==> config.mk <==
export PLATFORM = sky130hd
export DESIGN_NAME = mem_access_seq
export DESIGN_NICKNAME = d
export VERILOG_FILES = /design/src/rtl/mem_access_seq.sv
export SDC_FILE = /design/constraint.sdc
export NUM_CORES = 1
export LEC_CHECK = 0
export CELL_PAD_IN_SITES_DETAIL_PLACEMENT = 1
export CELL_PAD_IN_SITES_GLOBAL_PLACEMENT = 1
export CORE_MARGIN = 2
export CORE_UTILIZATION = 46
export DETAILED_ROUTE_END_ITERATION = 8
export DONT_BUFFER_PORTS = 1
export PLACE_DENSITY_LB_ADDON = 0.2
export SLEW_MARGIN = 20
export SYNTH_ARGS = -nofsm -noshare
export SYNTH_HDL_FRONTEND = slang
export SYNTH_SLANG_ARGS = --single-unit
export TNS_END_PERCENT = 100
==> constraint.sdc <==
create_clock -name clk -period 3.61 [get_ports clk]
set_input_delay 0.5415 -clock clk [delete_from_list [all_inputs] [get_ports clk]]
set_output_delay 0.5415 -clock clk [all_outputs]
set_load 0.02 [all_outputs]
==> src/rtl/mem_access_seq.sv <==
// mem_access_seq: single-outstanding load/store sequencer between a byte-addressed
// request port and a 32-bit word memory.
//   - Loads read the containing word for MEM_LAT cycles, then extract and
//     zero/sign-extend the addressed byte/half.
//   - Word stores write in one cycle.
//   - Sub-word stores read-modify-write the containing word.
//   - Misaligned or reserved-size requests complete immediately with rsp_err.
// Ports:
//   clk, reset        clock, synchronous active-high reset
//   req_*             request handshake (valid/ready) and fields; sampled on accept only
//   mem_*             word-aligned memory port (rd/wr strobes, addr, wdata, rdata)
//   rsp_valid/rdata/err  one-cycle completion pulse with load data / error flag
module mem_access_seq #(
  parameter int ADDR_W  = 32,
  parameter int MEM_LAT = 1
) (
  input  logic              clk,
  input  logic              reset,
  input  logic              req_valid,
  output logic              req_ready,
  input  logic              req_write,
  input  logic [1:0]        req_size,
  input  logic              req_sign,
  input  logic [ADDR_W-1:0] req_addr,
  input  logic [31:0]       req_wdata,
  output logic [ADDR_W-1:0] mem_addr,
  output logic              mem_rd,
  output logic              mem_wr,
  output logic [31:0]       mem_wdata,
  input  logic [31:0]       mem_rdata,
  output logic              rsp_valid,
  output logic [31:0]       rsp_rdata,
  output logic              rsp_err
);

  typedef enum logic [1:0] {S_IDLE, S_RD, S_WR, S_RESP} state_t;

  localparam logic [3:0] LAT_M1 = 4'(MEM_LAT - 1);

  state_t            state_q, state_d;
  logic [3:0]        cnt_q, cnt_d;
  logic              write_q, write_d;
  logic [1:0]        size_q, size_d;
  logic              sign_q, sign_d;
  logic [1:0]        off_q, off_d;
  logic [31:0]       wdata_q, wdata_d;
  logic              ready_q, ready_d;
  logic [ADDR_W-1:0] mem_addr_q, mem_addr_d;
  logic              mem_rd_q, mem_rd_d;
  logic              mem_wr_q, mem_wr_d;
  logic [31:0]       mem_wdata_q, mem_wdata_d;
  logic              rsp_valid_q, rsp_valid_d;
  logic [31:0]       rsp_rdata_q, rsp_rdata_d;
  logic              rsp_err_q, rsp_err_d;
  logic              req_bad;

  // Pick the addressed lane out of a little-endian word and extend it.
  function automatic logic [31:0] lane_extract(input logic [31:0] w, input logic [1:0] sz,
                                               input logic sgn, input logic [1:0] off);
    logic [7:0]  b;
    logic [15:0] h;
    b = w[{off, 3'b000} +: 8];
    h = w[{off[1], 4'b0000} +: 16];
    case (sz)
      2'd0:    return sgn ? {{24{b[7]}}, b} : {24'b0, b};
      2'd1:    return sgn ? {{16{h[15]}}, h} : {16'b0, h};
      default: return w;
    endcase
  endfunction

  // Replace the addressed lane of the read word with the right-aligned store data.
  function automatic logic [31:0] lane_merge(input logic [31:0] w, input logic [1:0] sz,
                                             input logic [1:0] off, input logic [31:0] wd);
    logic [31:0] r;
    r = w;
    if (sz == 2'd0)      r[{off, 3'b000} +: 8]     = wd[7:0];
    else if (sz == 2'd1) r[{off[1], 4'b0000} +: 16] = wd[15:0];
    else                 r = wd;
    return r;
  endfunction

  assign req_bad = (req_size == 2'd3) ||
                   (req_size == 2'd1 && req_addr[0]) ||
                   (req_size == 2'd2 && req_addr[1:0] != 2'b00);

  always_comb begin
    state_d     = state_q;
    cnt_d       = cnt_q;
    write_d     = write_q;
    size_d      = size_q;
    sign_d      = sign_q;
    off_d       = off_q;
    wdata_d     = wdata_q;
    mem_addr_d  = mem_addr_q;
    mem_wdata_d = mem_wdata_q;
    rsp_rdata_d = rsp_rdata_q;
    // strobes are pulses; ready tracks "next state is IDLE"
    ready_d     = 1'b0;
    mem_rd_d    = 1'b0;
    mem_wr_d    = 1'b0;
    rsp_valid_d = 1'b0;
    rsp_err_d   = 1'b0;
    case (state_q)
      S_IDLE: begin
        if (req_valid) begin
          write_d    = req_write;
          size_d     = req_size;
          sign_d     = req_sign;
          off_d      = req_addr[1:0];
          wdata_d    = req_wdata;
          mem_addr_d = {req_addr[ADDR_W-1:2], 2'b00};
          if (req_bad) begin
            state_d     = S_RESP;
            rsp_valid_d = 1'b1;
            rsp_err_d   = 1'b1;
            rsp_rdata_d = 32'h0;
          end else if (req_write && req_size == 2'd2) begin
            state_d     = S_WR;
            mem_wr_d    = 1'b1;
            mem_wdata_d = req_wdata;
          end else begin
            // loads and sub-word stores both start with a read
            state_d  = S_RD;
            mem_rd_d = 1'b1;
            cnt_d    = LAT_M1;
          end
        end else begin
          ready_d = 1'b1;
        end
      end
      S_RD: begin
        if (cnt_q == 4'd0) begin
          // last read cycle: mem_rdata is valid at this edge
          if (write_q) begin
            state_d     = S_WR;
            mem_wr_d    = 1'b1;
            mem_wdata_d = lane_merge(mem_rdata, size_q, off_q, wdata_q);
          end else begin
            state_d     = S_RESP;
            rsp_valid_d = 1'b1;
            rsp_rdata_d = lane_extract(mem_rdata, size_q, sign_q, off_q);
          end
        end else begin
          cnt_d    = cnt_q - 4'd1;
          mem_rd_d = 1'b1;
        end
      end
      S_WR: begin
        state_d     = S_RESP;
        rsp_valid_d = 1'b1;
        rsp_rdata_d = 32'h0;
      end
      default: begin
        state_d = S_IDLE;
        ready_d = 1'b1;
      end
    endcase
  end

  always_ff @(posedge clk) begin
    if (reset) begin
      state_q     <= S_IDLE;
      cnt_q       <= 4'd0;
      write_q     <= 1'b0;
      size_q      <= 2'd0;
      sign_q      <= 1'b0;
      off_q       <= 2'd0;
      wdata_q     <= 32'h0;
      ready_q     <= 1'b1;
      mem_addr_q  <= '0;
      mem_rd_q    <= 1'b0;
      mem_wr_q    <= 1'b0;
      mem_wdata_q <= 32'h0;
      rsp_valid_q <= 1'b0;
      rsp_rdata_q <= 32'h0;
      rsp_err_q   <= 1'b0;
    end else begin
      state_q     <= state_d;
      cnt_q       <= cnt_d;
      write_q     <= write_d;
      size_q      <= size_d;
      sign_q      <= sign_d;
      off_q       <= off_d;
      wdata_q     <= wdata_d;
      ready_q     <= ready_d;
      mem_addr_q  <= mem_addr_d;
      mem_rd_q    <= mem_rd_d;
      mem_wr_q    <= mem_wr_d;
      mem_wdata_q <= mem_wdata_d;
      rsp_valid_q <= rsp_valid_d;
      rsp_rdata_q <= rsp_rdata_d;
      rsp_err_q   <= rsp_err_d;
    end
  end

  assign req_ready = ready_q;
  assign mem_addr  = mem_addr_q;
  assign mem_rd    = mem_rd_q;
  assign mem_wr    = mem_wr_q;
  assign mem_wdata = mem_wdata_q;
  assign rsp_valid = rsp_valid_q;
  assign rsp_rdata = rsp_rdata_q;
  assign rsp_err   = rsp_err_q;

endmodule

[Yosys cells after proc, flatten, opt, wreduce, memory -nomap -nowiden]
Cells that the tools add are included.
Cells by class
  eq/ne operators: 15
  magnitude comparators: 0
  reductions and logical operators: 18
  multipliers: 0
  add/sub/neg operators: 3
  bitwise operators: 1
  divide/modulo/power cells: 0
  multiplexer cells: 47
  shifts and indexed selects: 6
Operator list (count)
  $mux W32: 13
  $pmux W32 S2: 2
  $pmux W32 S3: 1
  $bwmux W32: 2
  $shift A16 B7 Y32 const A: 1
  $shift A8 B7 Y32 const A: 1
  $shiftx A16 B7 Y32: 1
  $shiftx A32 B6 Y16: 1
  $shiftx A32 B6 Y8: 1
  $shiftx A8 B7 Y32: 1
  $ne A2 B2 Y1 const B: 9
  $mux W4: 4
  $mux W1: 15
  $neg A5 Y7: 2
  $reduce_and A5 Y1: 2
  $mux W2: 4
  $pmux W4 S2: 1
  $eq A2 B1 Y1 const B: 3
  $eq A2 B2 Y1 const B: 3
  $pmux W1 S2: 3
  $pmux W2 S3: 1
  $reduce_and A6 Y1: 1
  $logic_not A2 Y1: 2
  $logic_not A4 Y1: 1
  other kinds (9): 15
Word-level totals
  bits in latches: 0
  bits of input ports: 103
  logic and storage cells: 105
  memories kept: 0
  memory bits (writable): 0
  register bits after elaboration: 143
  output and inout bits: 101
  memory bits (read-only): 0

[Logic depth before layout (Yosys ltp)]
  word-level depth: 8
  mapped depth: 11
  depth with buffers taken out: 6

[Worst setup path before layout]
No wires, ideal clock.
  path type: register to register
  from: reg off_q[1]
  to: reg mem_wdata_q[30] (netlist: mem_wdata[30])
  stages on the path, launching flop included: 12
  data arrival time: 2.620 ns
  period minus slack after synthesis: 2.716 ns
  data required time: 3.514 ns
  slack: 0.894 ns
  cells stage by stage: dfxtp_1 -> buf_2 -> buf_2 -> inv_1 -> clkbuf_1 -> ha_1 -> buf_6 -> or4b_1 -> buf_2 -> o32ai_2 -> a21oi_1 -> o41ai_2
Between the ends
  word-level cells in the longest chain between the ends: 8
  elaborated cells between the ends (all ways): 13
  those cells by class: 2 x add/sub; 4 x shift; 7 x mux
RTL lines
  from (decl): line 45  | logic [1:0] off_q, off_d;
  from (signal assigned): line 167  | off_q <= 2'd0;
  from (signal assigned): line 183  | off_q <= off_d;
  $neg A5 Y7: line 77  | else if (sz == 2'd1) r[{off[1], 4'b0000} +: 16] = wd[15:0];
  $shiftx A16 B7 Y32 / $shift A16 B7 Y32 (equally long branches): line 77
  $bwmux W32: line 77
  $mux W32: line 77
  $mux W32 *: line 76  | if (sz == 2'd0) r[{off, 3'b000} +: 8] = wd[7:0];
  $mux W32 *: line 134  | if (write_q) begin
  $mux W32 *: line 132  | if (cnt_q == 4'd0) begin
  $pmux W32 S2 *: line 103  | case (state_q)
  to (signal assigned): line 189  | mem_wdata_q <= mem_wdata_d;
  to (decl): line 51  | logic [31:0] mem_wdata_q, mem_wdata_d;
Every way passes the cells marked *; elsewhere a longest branch is shown, timed or not. The select of a mux whose other input is x is not followed.
A chain may end at the register's enable or synchronous reset.

[Worst setup path after layout]
  from: reg off_q[0]
  to: reg mem_wdata_q[16] (netlist: mem_wdata[16])
Between the ends
  word-level cells in the longest chain between the ends: 7
  elaborated cells between the ends (all ways): 8
  those cells by class: 1 x add/sub; 2 x shift; 5 x mux
RTL lines (line)
  $neg A5 Y7 *: 76
  $shiftx A8 B7 Y32 / $shift A8 B7 Y32 (equally long branches): 76
  $bwmux W32 *: 76
  $mux W32 *: 76
  $mux W32 *: 134
  $mux W32 *: 132
  $pmux W32 S2 *: 103
Marks and branches as above.

==> results by group <==
Outcome
  • Status: completed

Setup path
  • Worst Path Arrival: 3.19 ns
  • Worst path top cell family by delay: compound AO/OA/AOI/OAI gates
  • FF-to-FF setup slack: 0.74 ns
  • Max stage delay on crit path: 0.67 ns
  • WP data required: 3.92 ns
  • CP max stage cell: dfxtp_1
  • Startpoint types: flip-flop
  • Worst Path Max Fanout: 17
  • Critical Path, Cell by Cell: inv_2 > ha_1 > or3b_1 > o32ai_1 > a21oi_1 > o41ai_1
  • Crit Path Class: flip-flop to flip-flop
  • R2R depth: 6
  • R2r startpoint: off_q[0]
  • CP Capture Type: flip-flop
  • Buf/Inv on CP: 1
  • Reg-to-reg endpoint: mem_wdata[16]

Synth
  • Post-Syn Area: 7500 sq um
  • Top post-synthesis cells by count: nand2_1 (189), dfxtp_1 (143), a21oi_1 (104), clkbuf_1 (58), nor2_1 (34)
  • Register area share after synthesis: 38.2%
  • Largest cells by area after synthesis: dfxtp_1 (38%), nand2_1 (9.5%), a21oi_1 (6.9%)
  • Netlist cell types: 75
  • Ys flop type: dfxtp_1
  • Cells after Synth: 924
  • Yosys Warn Count: 0
  • FFs w/ async S/R, synth: 0%
  • Number of synthesized flops with an enable pin: 0
  • Cell taking the most area after synthesis: dfxtp_1
  • Mean post-synth cell area: 8.12 sq um
  • Yosys reg bits: 143
  • Yosys top cell area share: 38.2%
  • Most common cell in the synthesized netlist: nand2_1

Min path
  • Hold Path Depth: 1
  • Tightest Hold Check Type: input port to flip-flop
  • Hold Crit Start: reset
  • Worst Hold Path EP: mem_rd

Detailed routing
  • DRC violations left: 0
  • Total vias in the final route: 7,249
  • Drt pass-1 iters: 5
  • Via-to-Cell Ratio: 6.59
  • Wire per inst: 25.1 um
  • DRT iter0 DRCs: 751
  • Post-route ant nets: 0
  • DRT Wirelength: 27,600 um

Clocking
  • CTS max path bufs: 2
  • Worst-skew pair later-pin latency: 0.43 ns
  • Clock sink count: 143
  • Number of H-tree levels: 4
  • CTS Buf Count: 17
  • Gates resized, CTS repair: 0
  • Cts hold-fix bufs: 0
  • TritonCTS clock tree: built
  • CTS clk-pin slew, worst paths: 0.07 ns
  • Post-CTS setup buffer count: 0
  • Root buf cell: clkbuf_16

Global route
  • Vias in the first global route: 7,171
  • Largest net degree at the start of global routing: 108
  • First-pass GRT wire length: 42,600 um
  • Remaining global-route overflow: 0
  • Antenna violations before repair: 0
  • Gr usage total: 31.1%

Floorplan
  • Area of the die: 17,300 sq um
  • Die Width: 132 um
  • DIE HEIGHT: 132 um
  • Ports: 204
  • Initial core utilization: 47.2%
  • Core Region: 15,900 sq um
  • Cell Rows: 46

STA
  • PnR worst setup slack: 0.737 ns
  • Final Hold Vio Count: 0
  • Final min period: 2.87 ns
  • Fin Setup TNS: 0 ns
  • # setup viols final: 0
  • Final Max Slew Viols: 0
  • Rel. slew slack: 35.6%
  • Clock skew: 0.0100 ns
  • RSZ-0062 raised after global routing: no
  • Fmax: 0.348 GHz
  • Worst slew pin tran: 0.966 ns
  • Final worst path period share: 79.6%

Placed design
  • HPWL after detailed placement: 19,900 um
  • DP Area: 7530 sq um
  • GP Congestion: 0.946
  • Placed Instances: 1,068
  • Dpl ws: 0.817 ns
  • I/O Buffers: 0

Pwr
  • IR Drop Worst-Case VDD: 383 uV
  • Leakage: 2.82 nW
  • PwrDens: 790 nW/um^2

Finish
  • Final #Nets: 985
  • # diodes: 0
  • Layout cells sized above 1: 9.05%
  • Post-layout util: 51.1%
  • Final cell count without fillers: 1,100
  • Cell area after layout: 8110 sq um
  • Area grow syn2layout: 8.12%

Job
  • Max Cap Viol: 0
[area by class of cell]
cell class / instances / area, sq um
inverters: 35 / 131
well taps: 216 / 270
repair buffers: 15 / 113
clock inverters: 13 / 128
clock buffers: 19 / 453
flip-flops and latches: 143 / 2870
multi-input cells: 659 / 4150
fillers: 1902 / 7770
[cells by family (layout without fill, tap and decap cells)]
family / after synthesis / count (layout) / synth area share, %
buf+inv: 123 / 82 / 6.72
flops: 143 / 143 / 38.2
fa+ha+maj: 11 / 11 / 1.83
compound gates: 325 / 325 / 32.2
simple gates: 302 / 302 / 18.3
other cells: 1 / 2 / 0.0500
mux: 19 / 19 / 2.72
[metal layers]
layer	part of all wire (%)	GRT usage, %	vias to the layer above
met3	11	13.4	59
met4	2.6	9.96	0
met2	46	49.0	324
li1	-	-	3270
met1	40	38.5	3596
met5	0	0	-
[per-stage QoR]
step / power, W / hold slack (ns)
global route: 0.00673 / 0.166
global placement: 0.00455 / 0.438
detailed placement: 0.00465 / 0.449
finish: 0.00641 / 0.178
CTS: 0.00640 / 0.170
floorplan: 0.00401 / 0.431
[flip-flops by register name, indices dropped and copies added, names as in the netlist]
signal / count
mem_wdata: 32
rsp_rdata: 32
wdata_q: 32
mem_addr: 30
cnt_q: 4
off_q: 2
size_q: 2
state_q: 2
mem_rd: 1
mem_wr: 1
req_ready: 1
rsp_err: 1
rsp_valid: 1
sign_q: 1
write_q: 1
[where the power goes]
part	total (W)	internal, W	switching, W
logic	0.00215	0.000710	0.00144
clock network	0.00176	0.000999	0.000758
registers	0.00251	0.00190	0.000606
[worst max path at each step]
stage,start,to,slack (ns),cells after the start
2_1_floorplan,off_q[1],mem_wdata[30],0.89,11
3_3_place_gp,off_q[0],mem_wdata[25],0.96,6
3_5_place_dp,off_q[0],mem_wdata[25],0.82,6
4_1_cts,off_q[0],mem_wdata[31],0.80,6
5_1_grt,off_q[0],mem_wdata[28],0.58,6
6_report,off_q[0],mem_wdata[16],0.74,6
[cells in the final DEF, fill, tap and decap left out, drive strengths merged, types with 4 or more instances in the layout]
master,instances
o22ai,13
mux2i,17
o211ai,30
o41ai,15
clkbuf,19
a211oi,4
a22o,5
ha,11
o2111ai,4
a21oi,104
clkinv,8
a221o,7
nand3,5
nor2,35
nand2b,20
or3b,4
a221oi,8
a311oi,11
nand4,4
a31oi,5
o32ai,20
inv,39
buf,15
nand2,189
a2111oi,7
a32o,23
o21ai,21
o311ai,7
dfxtp,143
nor2b,6
a21o,4
o21a,7
nor3,10
or2,5
o2bb2ai,8
and2b,6
No activity file was read; power rests on OpenSTA's default activity.
